===== src/rtl/receiver_if.sv =====
// Serial receive bus: line, baud tick and acknowledge toward the receiver; byte, ready flag
// (and the framing-error pulse when RX_FRAMING_CHECK_EN is defined) back to the consumer.
interface receiver_if;
  logic       rx;
  logic       clken;
  logic       rdy_clr;
  logic [7:0] data;
  logic       rdy;
`ifdef RX_FRAMING_CHECK_EN
  logic       ferr;

  modport master (output rx, clken, rdy_clr, input data, rdy, ferr);
  modport slave  (input rx, clken, rdy_clr, output data, rdy, ferr);
`else
  modport master (output rx, clken, rdy_clr, input data, rdy);
  modport slave  (input rx, clken, rdy_clr, output data, rdy);
`endif
endinterface


===== src/rtl/receiver.sv =====
// UART 8N1 receiver, 16x oversampled on the shared baud clock-enable.
// Define RX_FRAMING_CHECK_EN to drop bytes with a low stop bit and pulse ferr instead.
module receiver (
  input  logic       clk_50m,
  input  logic       rst,
  receiver_if.slave  rx_bus
);
  localparam int unsigned DataW   = 8;
  localparam int unsigned SampleW = 4;
  localparam int unsigned PosW    = 3;

  typedef enum logic [1:0] {
    RX_IDLE,
    RX_START,
    RX_DATA,
    RX_STOP
  } state_e;

  state_e             state_q, state_d;
  logic [SampleW-1:0] sample_q, sample_d;
  logic [PosW-1:0]    bit_pos_q, bit_pos_d;
  logic [DataW-1:0]   scratch_q, scratch_d;
  logic [DataW-1:0]   data_q, data_d;
  logic               rdy_q, rdy_d;
  logic               rx_meta_q, rx_s_q;
`ifdef RX_FRAMING_CHECK_EN
  logic               ferr_q, ferr_d;
`endif

  // State and output registers; the rx synchronizer idles high like the line
  always_ff @(posedge clk_50m) begin
    if (rst) begin
      state_q   <= RX_IDLE;
      sample_q  <= '0;
      bit_pos_q <= '0;
      scratch_q <= '0;
      data_q    <= '0;
      rdy_q     <= 1'b0;
      rx_meta_q <= 1'b1;
      rx_s_q    <= 1'b1;
`ifdef RX_FRAMING_CHECK_EN
      ferr_q    <= 1'b0;
`endif
    end else begin
      state_q   <= state_d;
      sample_q  <= sample_d;
      bit_pos_q <= bit_pos_d;
      scratch_q <= scratch_d;
      data_q    <= data_d;
      rdy_q     <= rdy_d;
      rx_meta_q <= rx_bus.rx;
      rx_s_q    <= rx_meta_q;
`ifdef RX_FRAMING_CHECK_EN
      ferr_q    <= ferr_d;
`endif
    end
  end

  // Next state; a stop-bit set of rdy overrides a same-cycle clear
  always_comb begin
    state_d   = state_q;
    sample_d  = sample_q;
    bit_pos_d = bit_pos_q;
    scratch_d = scratch_q;
    data_d    = data_q;
    rdy_d     = rdy_q & ~rx_bus.rdy_clr;
`ifdef RX_FRAMING_CHECK_EN
    ferr_d    = 1'b0;
`endif
    if (rx_bus.clken) begin
      unique case (state_q)
        RX_IDLE: begin
          if (!rx_s_q) begin
            sample_d = SampleW'(1);
            state_d  = RX_START;
          end
        end
        RX_START: begin
          if (rx_s_q) begin
            sample_d = '0;
            state_d  = RX_IDLE;
          end else if (sample_q == SampleW'(7)) begin
            sample_d  = '0;
            bit_pos_d = '0;
            state_d   = RX_DATA;
          end else begin
            sample_d = sample_q + SampleW'(1);
          end
        end
        RX_DATA: begin
          sample_d = sample_q + SampleW'(1);
          if (sample_q == '1) begin
            scratch_d[bit_pos_q] = rx_s_q;
            if (bit_pos_q == '1) begin
              state_d = RX_STOP;
            end else begin
              bit_pos_d = bit_pos_q + PosW'(1);
            end
          end
        end
        RX_STOP: begin
          sample_d = sample_q + SampleW'(1);
          if (sample_q == '1) begin
            state_d = RX_IDLE;
`ifdef RX_FRAMING_CHECK_EN
            if (rx_s_q) begin
              data_d = scratch_q;
              rdy_d  = 1'b1;
            end else begin
              ferr_d = 1'b1;
            end
`else
            data_d = scratch_q;
            rdy_d  = 1'b1;
`endif
          end
        end
        default: state_d = RX_IDLE;
      endcase
    end
  end

  assign rx_bus.data = data_q;
  assign rx_bus.rdy  = rdy_q;
`ifdef RX_FRAMING_CHECK_EN
  assign rx_bus.ferr = ferr_q;
`endif
endmodule


===== src/flat_wrapper.sv =====
// flat-port wrapper written by rule: the top's interface ports become plain ports
module receiver_flat 
  (clk_50m, rst, rx_bus_rx, rx_bus_clken, rx_bus_rdy_clr, rx_bus_data, rx_bus_rdy);
  receiver_if rx_bus_i ();
  input  logic clk_50m;
  input  logic rst;
  input wire logic [$bits(rx_bus_i.rx)-1:0] rx_bus_rx;
  input wire logic [$bits(rx_bus_i.clken)-1:0] rx_bus_clken;
  input wire logic [$bits(rx_bus_i.rdy_clr)-1:0] rx_bus_rdy_clr;
  output wire logic [$bits(rx_bus_i.data)-1:0] rx_bus_data;
  output wire logic [$bits(rx_bus_i.rdy)-1:0] rx_bus_rdy;
  assign rx_bus_i.rx = rx_bus_rx;
  assign rx_bus_i.clken = rx_bus_clken;
  assign rx_bus_i.rdy_clr = rx_bus_rdy_clr;
  assign rx_bus_data = rx_bus_i.data;
  assign rx_bus_rdy = rx_bus_i.rdy;
  receiver u_core (.clk_50m(clk_50m), .rst(rst), .rx_bus(rx_bus_i));
endmodule

===== config.mk =====
export PLATFORM = sky130hd
export DESIGN_NAME = receiver_flat
export DESIGN_NICKNAME = d
export VERILOG_FILES = /design/src/rtl/receiver_if.sv /design/src/rtl/receiver.sv /design/src/flat_wrapper.sv
export SDC_FILE = /design/constraint.sdc
export NUM_CORES = 1
export LEC_CHECK = 0
export ABC_AREA = 1
export ABC_CLOCK_PERIOD_IN_PS = 1900
export BUFFER_PORTS_ARGS = -buffer_cell sky130_fd_sc_hd__buf_2
export CAP_MARGIN = 5
export CORE_ASPECT_RATIO = 2
export CORE_MARGIN = 4
export CORE_UTILIZATION = 30
export DETAILED_ROUTE_END_ITERATION = 12
export SKIP_CTS_REPAIR_TIMING = 1
export SLEW_MARGIN = 20
export SYNTH_ARGS = -nofsm -noshare
export SYNTH_HDL_FRONTEND = slang
export SYNTH_SLANG_ARGS = --single-unit

===== constraint.sdc =====
create_clock -name clk_50m -period 1.9 [get_ports clk_50m]
set_clock_uncertainty 0.15 [all_clocks]
set_input_delay 0 -clock clk_50m [delete_from_list [all_inputs] [get_ports clk_50m]]
set_output_delay 0 -clock clk_50m [all_outputs]
set_load 0.05 [all_outputs]

* Word-level counts from Yosys, hierarchy flattened
Index checks and enable logic that the tools add are counted.
** Word-level totals
- Bits in registers :: 28
- Input bits :: 5
- Output and inout port bits :: 9
- Word-level logic and storage cells :: 59
** Cells by class
- Add/sub/neg operators :: 2
- Order comparisons :: 2
- Equal/unequal tests :: 14
- Muxes and demuxes :: 22
- Bitwise logic cells :: 2
- Reduce and logical (&&, ||, !) cells :: 9
** Operator list (count)
- $mux W2 :: 6
- $mux W3 :: 4
- $mux W4 :: 3
- $pmux W4 S3 :: 1
- $reduce_and A6 Y1 :: 2
- $bwmux W8 :: 1
- $ne A2 B1 Y1 const B :: 4
- $pmux W2 S4 :: 1
- $ne A2 B2 Y1 const B :: 3
- $pmux W3 S2 :: 1
- $reduce_and A3 Y1 :: 2
- $add A4 B1 Y4 const B :: 1
- $eq A2 B2 Y1 const B :: 2
- $eq A4 B3 Y1 const B :: 1
- $eq A4 B4 Y1 const B :: 1
- $lt A3 B4 Y1 const B :: 1
- $mux W1 :: 4
- $add A3 B1 Y3 const B :: 1
- $demux W1 S3 :: 1
- $eq A3 B3 Y1 const B :: 1
- $ge A3 B1 Y1 const B :: 1
- $ne A3 B1 Y1 const B :: 1
- $eq A2 B1 Y1 const B :: 1
- $logic_not A2 Y1 :: 1
- 6 further kinds :: 6

* Depth between registers and ports, before layout
Gate-level depths: netlist of run 1.
- Depth after elaboration :: 5
- Mapped depth :: 9
- Depth with buffers taken out :: 9

* Worst setup path after synthesis of run 1
Ideal clock, no wire load.
- Path type :: reg2reg
- From :: register u_core.bit_pos_q[0]
- To :: register with a tool-made name
- Setup time :: 0.113 ns
- Arrival :: 1.171 ns
- Required time :: 1.637 ns
- Slack :: 0.466 ns
- Cell stages (with the launch flop) :: 10
- Period minus slack after synthesis :: 1.434 ns
- Cells stage by stage :: dfxtp_1 > ha_1 > ha_1 > inv_1 > nand2_1 > nand2_1 > nor2_1 > nand3_1 > nand3_1 > nand2_1
** RTL lines
- start: declaration :: RTL line receiver.sv:21 : logic [PosW-1:0] bit_pos_q, bit_pos_d;
- start signal: assignment :: RTL line receiver.sv:47 : bit_pos_q <= bit_pos_d;

* Worst setup path in the final report of run 1
- From :: register u_core.sample_q[0]
- To :: register u_core.data_q[5], in the netlist u_core.rx_bus.data[5]
** Between the ends
- Longest elaborated chain between the ends :: 2
** RTL lines
- start: declaration :: RTL line receiver.sv:20 : logic [SampleW-1:0] sample_q, sample_d;
- start signal: assignment :: RTL line receiver.sv:46 : sample_q <= sample_d;
- $eq A4 B4 Y1 :: RTL line receiver.sv:103 : if (sample_q == '1) begin
- $reduce_and A3 Y1 (no source line)
- end signal: assignment :: RTL line receiver.sv:49 : data_q <= data_d;
- end: declaration :: RTL line receiver.sv:23 : logic [DataW-1:0] data_q, data_d;
Every way passes these cells.
A chain may end at the register's enable or synchronous reset.

==> run_results.csv, run 1 <==
group,metric,value,unit
status,outcome,"finished, final reports clean",
die,fp.dieH,102,µm
detailed_routing,num_vias,1225,
power,power-per-cell-area,719,nW/µm²
die,floorplan.initialDensity,30.6,%
die,design.die.area,5620,µm²
logic_synthesis,netlist.top_cell.by_area,"dfxtp_1",
timing,grt_setup_unrepaired,"false",
clock_network,clk_sinks,28,
detailed_routing,detailedRoute.firstIterationViolations,15,
flow_run,max_cap_violations,0,
worst_setup_path,timing.reg2reg.setup_slack,0.27,ns
timing,number_of_hold_slack_violations_in_the_final_timing_report,0,
finish,area_growth_syn_to_layout,17.8,%
grt,grt_max_degree,20,
logic_synthesis,yosys.cell_types.count,24,
placed_design,placement.setup.worst_slack,0.254,ns
timing,slew_headroom,69.2,%
worst_setup_path,crit_path_max_fanout,10,
grt,global_route.overflow_total,0,
timing,fmaxAchievable,614,MHz
timing,slew_violations,0,
worst_setup_path,endpoint_kind,"register",
timing,final.setup.worst_slack,0.272,ns
logic_synthesis,postSynth.asyncResetShare,0,%
grt,first_global_vias,1200,
grt,grt_first_pass_wirelength,5.11,mm
detailed_routing,post_drt_wl_per_cell,11.9,µm
finish,finalNetCount,219,
clock_network,cts-htree-levels,1,
die,fp.dieW,55.1,µm
logic_synthesis,yosys_warnings,0,
logic_synthesis,synth_top_flop_cell,"dfxtp_1",
detailed_routing,detail_route.vias_per_cell,4.64,
logic_synthesis,syn_nets,199,
finish,drive_gt1_share,16.2,%
logic_synthesis,yosysTopAreaCellShare,42.2,%
placed_design,port-buffer-count,13,
clock_network,cts_buf_count,3,
logic_synthesis,synth.area.top_cells,"dfxtp_1 42%, nor2_1 12%, nand2_1 9.9%",
worst_setup_path,type_of_the_worst_setup_path,"reg -> reg",
logic_synthesis,avg_inst_size_synth,6.96,µm²
worst_setup_path,required,1.93,ns
clock_network,clock_tree.buffer_depth,2,
clock_network,clock-root-buffer,"clkbuf_8",
clock_network,tritoncts,"built",
timing,share_of_the_clock_period_used_by_the_worst_path,85.7,%
grt,grtUsageTotal,12.5,%
timing,measured_slew_at_the_worst_slew_check_pin,0.459,ns
die,coreArea,4340,µm²
logic_synthesis,synthCells,191,
logic_synthesis,synthesis.area,1330,µm²
min_path,hold_class,"reg -> reg",
power,total_power,0.00112,W
grt,number_of_antenna_violations_at_the_first_check_in_global_routing,0,
worst_setup_path,critical_path_arrival,1.66,ns
timing,setup_total_negative_slack,0,ns
die,design.portCount,14,
logic_synthesis,number_of_flops_mapped_to_enable_cells_by_yosys,0,
detailed_routing,wl,3.13,mm
detailed_routing,route.detailed.drc,0,
clock_network,worst_skew_pair.late_latency,0.27,ns
power,leakage,0.696,nW
finish,antenna_cells_inserted,0,
timing,total_of_endpoints_with_negative_setup_slack_in_the_final_report,0,
placed_design,routability_congestion_estimate_from_global_placement,0.747,
placed_design,place.detailed.hpwl,2.47,mm
clock_network,worst_setup_hold_path_clk_slew,0.10,ns
die,row_count,34,
timing,period_minus_slack,1.63,ns
logic_synthesis,ys_seq_elements,28,
detailed_routing,final_antenna_net_count,0,
worst_setup_path,worst_setup_path_start_kind,"register",
power,vdd_ir_drop_max,362,µV
detailed_routing,drt_first_pass_iters,4,
logic_synthesis,yosysSeqAreaShare,42.2,%
==> path summary, 6_finish.rpt <==
kind / start / end / cells after the start
worst min register to register: u_core.rx_meta_q$_SDFF_PP1_ / u_core.rx_s_q$_SDFF_PP1_ / 1
worst min-delay path: u_core.rx_meta_q$_SDFF_PP1_ / u_core.rx_s_q$_SDFF_PP1_ / 1
worst max register to register: u_core.sample_q[0]$_SDFFE_PP0P_ / u_core.rx_bus.data[5]$_SDFFE_PP0P_ / 8
worst max-delay path: u_core.sample_q[0]$_SDFFE_PP0P_ / u_core.rx_bus.data[5]$_SDFFE_PP0P_ / 8
==> metrics by stage <==
stage / hold WS, ns / cells / area (µm²) / util [%]
global route: 0.318 / 264 / 1570 / 36.1
CTS: -0.250 / 259 / 1520 / 34.9
finish: 0.284 / 264 / 1570 / 36.1
global placement: 0.0417 / 255 / 1440 / 33.3
detailed placement: 0.0403 / 255 / 1440 / 33.3
floorplan: -0.0462 / 191 / 1330 / -
==> routing by layer <==
metal  part of all wire, %  wire (µm)  GRT usage [%]
met5                     0          0              0
met4                   1.3         41           6.18
met3                   1.5         46           1.90
met2                    59       1850           24.1
met1                    38       1190           11.6
==> flip-flops by register name, summed over array words and instances (netlist names), named ones only <==
| signal | flops |
|---|---|
| u_core.rx_bus.rdy | 1 |
| u_core.sample_q | 4 |
| u_core.bit_pos_q | 3 |
| u_core.scratch_q | 8 |
| u_core.state_q | 1 |
| u_core.rx_s_q | 1 |
| u_core.rx_bus.data | 8 |
| u_core.rx_meta_q | 1 |
==> where the power goes <==
group	switching [W]	total, W	internal, W
registers	0.00000649	0.000598	0.000591
clock network	0.000189	0.000471	0.000282
logic	0.0000337	0.0000558	0.0000221
total	0.000229	0.00112	0.000896
==> cell usage in the layout, fill, tap and decap left out, types with 4 or more instances in the layout <==
master          n
nand3_1        14
a21oi_1        12
dlygate4sd3_1   5
o21ai_0        13
dfxtp_1        28
nor2_1         42
nand2_1        35
inv_2           4
buf_2          13
inv_1          15
==> cells in the mapped netlist, types with 2 or more instances <==
| library cell | number |
|---|---|
| a21oi_1 | 12 |
| buf_2 | 2 |
| dfxtp_1 | 28 |
| ha_1 | 3 |
| inv_1 | 15 |
| inv_2 | 4 |
| nand2_1 | 35 |
| nand2_2 | 2 |
| nand3_1 | 14 |
| nand4_1 | 2 |
| nor2_1 | 42 |
| nor2_2 | 2 |
| nor2_4 | 3 |
| nor3_1 | 3 |
| o21ai_0 | 13 |
| or2_2 | 3 |
==> final cells by class <==
class                   count  area [µm²]
fillers                   493        2770
multi-input cells         139         668
flip-flops and latches     28         561
repair buffers             19         123
inverters                  20        75.1
well taps                  54        67.6
clock buffers               3        41.3
clock inverters             1        30.0
==> worst max-delay path, cell delays in order, from the launching register on <==
cell and delay (ns):
dfxtp_1 0.39, ha_1 0.21, nand2_1 0.09, inv_2 0.08
nand3_2 0.11, nor2_4 0.22, inv_2 0.11, nor2_1 0.11
nor2_1 0.05
==> logic make-up (layout without fill, tap and decap cells) <==
kind of cell / after synthesis / in the layout / synth area share [%]
AND/OR/NAND/NOR: 107 / 107 / 35.7
AO/OA/AOI/OAI: 28 / 28 / 11.1
flip-flops: 28 / 28 / 42.2
buffers and inverters: 24 / 43 / 7.53
adder cells (fa/ha/maj): 3 / 3 / 2.83
XOR/XNOR: 1 / 1 / 0.659
Power figures use the tool's default switching activity.
==> run 2, diff against run 1 <==
--- a/config.mk
+++ b/config.mk
@@ -6,7 +6,7 @@
 export NUM_CORES = 1
 export LEC_CHECK = 0
 export ABC_AREA = 1
-export ABC_CLOCK_PERIOD_IN_PS = 1900
+export ABC_CLOCK_PERIOD_IN_PS = 1810
 export BUFFER_PORTS_ARGS = -buffer_cell sky130_fd_sc_hd__buf_2
 export CAP_MARGIN = 5
 export CORE_ASPECT_RATIO = 2
==> constraint.sdc (replaced) <==
create_clock -name clk_50m -period 1.81 [get_ports clk_50m]
set_clock_uncertainty 0.15 [all_clocks]
set_input_delay 0 -clock clk_50m [delete_from_list [all_inputs] [get_ports clk_50m]]
set_output_delay 0 -clock clk_50m [all_outputs]
set_load 0.05 [all_outputs]
==> run 2 against run 1 <==
Die area stayed put. Sequential power is 4.8% higher. Utilization stayed put. Count of clock-buffer cells in the layout stayed put. Critical path depth stayed put. Clock power is 5.5% higher.
==> run_results.csv, run 2 (synthesized netlist as in run 1, its figures left out) <==
group,metric,value,unit
clock_network,tritoncts,"built",
timing,setup_total_negative_slack,0,ns
timing,grt_setup_unrepaired,"false",
timing,slew_headroom,69.2,%
die,design.die.area,5620,µm²
power,vdd_ir_drop_max,354,µV
power,net-switching-power,0.000243,W
clock_network,cts-htree-levels,1,
grt,met3_usage,1.31,%
grt,gr_layer_usage_met2,24.1,%
worst_setup_path,worst_setup_path_start_kind,"register",
worst_setup_path,critical_path_arrival,1.66,ns
power,combinationalPowerShare,5.0,%
grt,grtUsageTotal,12.3,%
min_path,holdCritStartpoint,"u_core.rx_meta_q$_SDFF_PP1_",
min_path,hold_class,"reg -> reg",
clock_network,cts_buf_count,3,
worst_setup_path,crit_path_max_fanout,10,
finish,highest_count_cells_in_the_layout_ignoring_fill_and_taps,"42 x nor2_1, 35 x nand2_1, 28 x dfxtp_1",
timing,slew_violations,0,
grt,first_global_vias,1168,
die,fp.dieW,55.1,µm
timing,period_minus_slack,1.63,ns
die,design.portCount,14,
power,leakage,0.696,nW
finish,finalNetCount,219,
grt,global_route.usage.met1,11.8,%
placed_design,dpl.cell_count,255,
finish,area_growth_syn_to_layout,17.8,%
clock_network,worst_skew_pair.late_latency,0.28,ns
grt,grt_first_pass_wirelength,5.05,mm
clock_network,clock-root-buffer,"clkbuf_8",
detailed_routing,detail_route.vias_per_cell,4.61,
worst_setup_path,type_of_the_worst_setup_path,"reg -> reg",
clock_network,clk_sinks,28,
detailed_routing,num_vias,1216,
placed_design,place.detailed.hpwl,2.45,mm
finish,final-instance-count-excl-fill,264,
worst_setup_path,endpoint_kind,"register",
power,internal_power,0.000940,W
grt,global_route.overflow_total,0,
power,power-per-cell-area,756,nW/µm²
detailed_routing,drt_first_pass_iters,4,
min_path,timing.hold.worst_endpoint,"u_core.rx_s_q$_SDFF_PP1_",
clock_network,worst_setup_hold_path_clk_slew,0.10,ns
flow_run,max_cap_violations,0,
detailed_routing,wl,3.14,mm
power,power.clock.fraction,42.0,%
worst_setup_path,reg2reg_to,"u_core.rx_bus.data[5]$_SDFFE_PP0P_",
die,fp.dieH,102,µm
detailed_routing,final_antenna_net_count,0,
min_path,worst_hold_stages,1,
timing,final.setup.worst_slack,0.177,ns
grt,number_of_antenna_violations_at_the_first_check_in_global_routing,0,
power,sequentialPowerShare,53.0,%
detailed_routing,post_drt_wl_per_cell,11.9,µm
status,outcome,"finished, final reports clean",
grt,grt-busiest-layer,"met2",
placed_design,port-buffer-count,13,
worst_setup_path,r2r_start,"u_core.sample_q[0]$_SDFFE_PP0P_",
die,coreArea,4340,µm²
die,floorplan.initialDensity,30.6,%
timing,number_of_hold_slack_violations_in_the_final_timing_report,0,
finish,drive_gt1_share,16.2,%
die,row_count,34,
worst_setup_path,timing.reg2reg.setup_slack,0.18,ns
worst_setup_path,r2r_cells,8,
grt,grt_max_degree,20,
worst_setup_path,required,1.84,ns
timing,fmaxAchievable,612,MHz
finish,most_common_library_cell_in_the_layout_ignoring_fill_and_taps,"nor2_1",
finish,antenna_cells_inserted,0,
timing,measured_slew_at_the_worst_slew_check_pin,0.459,ns
clock_network,clock_tree.buffer_depth,2,
power,sw_frac_of_total,20.5,%
placed_design,placement.setup.worst_slack,0.163,ns
placed_design,routability_congestion_estimate_from_global_placement,0.747,
detailed_routing,route.detailed.drc,0,
detailed_routing,detailedRoute.firstIterationViolations,18,
timing,total_of_endpoints_with_negative_setup_slack_in_the_final_report,0,
timing,share_of_the_clock_period_used_by_the_worst_path,90.2,%
[run 2: area by class of cell]
type / instances / area, µm²
fillers: 481 / 2770
flip-flops and latches: 28 / 561
repair buffers: 19 / 123
clock buffers: 3 / 41.3
inverters: 20 / 75.1
clock inverters: 1 / 30.0
well taps: 54 / 67.6
multi-input cells: 139 / 668
[run 2: worst max-delay path by stage]
stage	from	end	slack [ns]
final	u_core.sample_q[0]$_SDFFE_PP0P_	u_core.rx_bus.data[5]$_SDFFE_PP0P_	0.18
after detailed placement	u_core.sample_q[0]$_SDFFE_PP0P_	u_core.rx_bus.data[1]$_SDFFE_PP0P_	0.16
after global routing	u_core.sample_q[0]$_SDFFE_PP0P_	u_core.rx_bus.data[5]$_SDFFE_PP0P_	0.004
after floorplan	u_core.bit_pos_q[0]$_SDFFE_PP0P_	register	0.38
after global placement	u_core.sample_q[0]$_SDFFE_PP0P_	u_core.rx_bus.data[5]$_SDFFE_PP0P_	0.21
after CTS	u_core.sample_q[0]$_SDFFE_PP0P_	u_core.rx_bus.data[5]$_SDFFE_PP0P_	0.14
[run 2: power groups by stage]
| stage | logic [W] | registers [W] | clock network (W) |
|---|---|---|---|
| finish | 0.0000587 | 0.000627 | 0.000497 |
| global placement | 0.0000506 | 0.000642 | 0 |
| CTS | 0.0000510 | 0.000628 | 0.000512 |
| detailed placement | 0.0000502 | 0.000642 | 0 |
| floorplan | 0.0000417 | 0.000637 | 0 |
| global route | 0.0000665 | 0.000628 | 0.000536 |
[run 2: metal layers]
metal | share of wire, % | wire [µm]
met1 | 39 | 1220
met2 | 58 | 1830
met3 | 0.99 | 31
met4 | 1.9 | 60
met5 | 0 | 0
[run 2: critical path, cell delays in order (launching register included)]
cell and delay [ns]:
dfxtp_1 0.39, ha_1 0.21, nand2_1 0.10, inv_2 0.08, nand3_2 0.11, nor2_4 0.22, inv_2 0.11, nor2_1 0.11
nor2_1 0.06
[run 2: through the flow]
step           total power (W)  hold WS, ns  util (%)  cell area, µm²
6_report               0.00118        0.284      36.1            1570
5_1_grt                0.00123        0.319      36.1            1570
4_1_cts                0.00119       -0.247      34.9            1520
3_5_place_dp          0.000692       0.0421      33.3            1440
3_3_place_gp          0.000692       0.0417      33.3            1440
2_1_floorplan         0.000679      -0.0462         -            1330
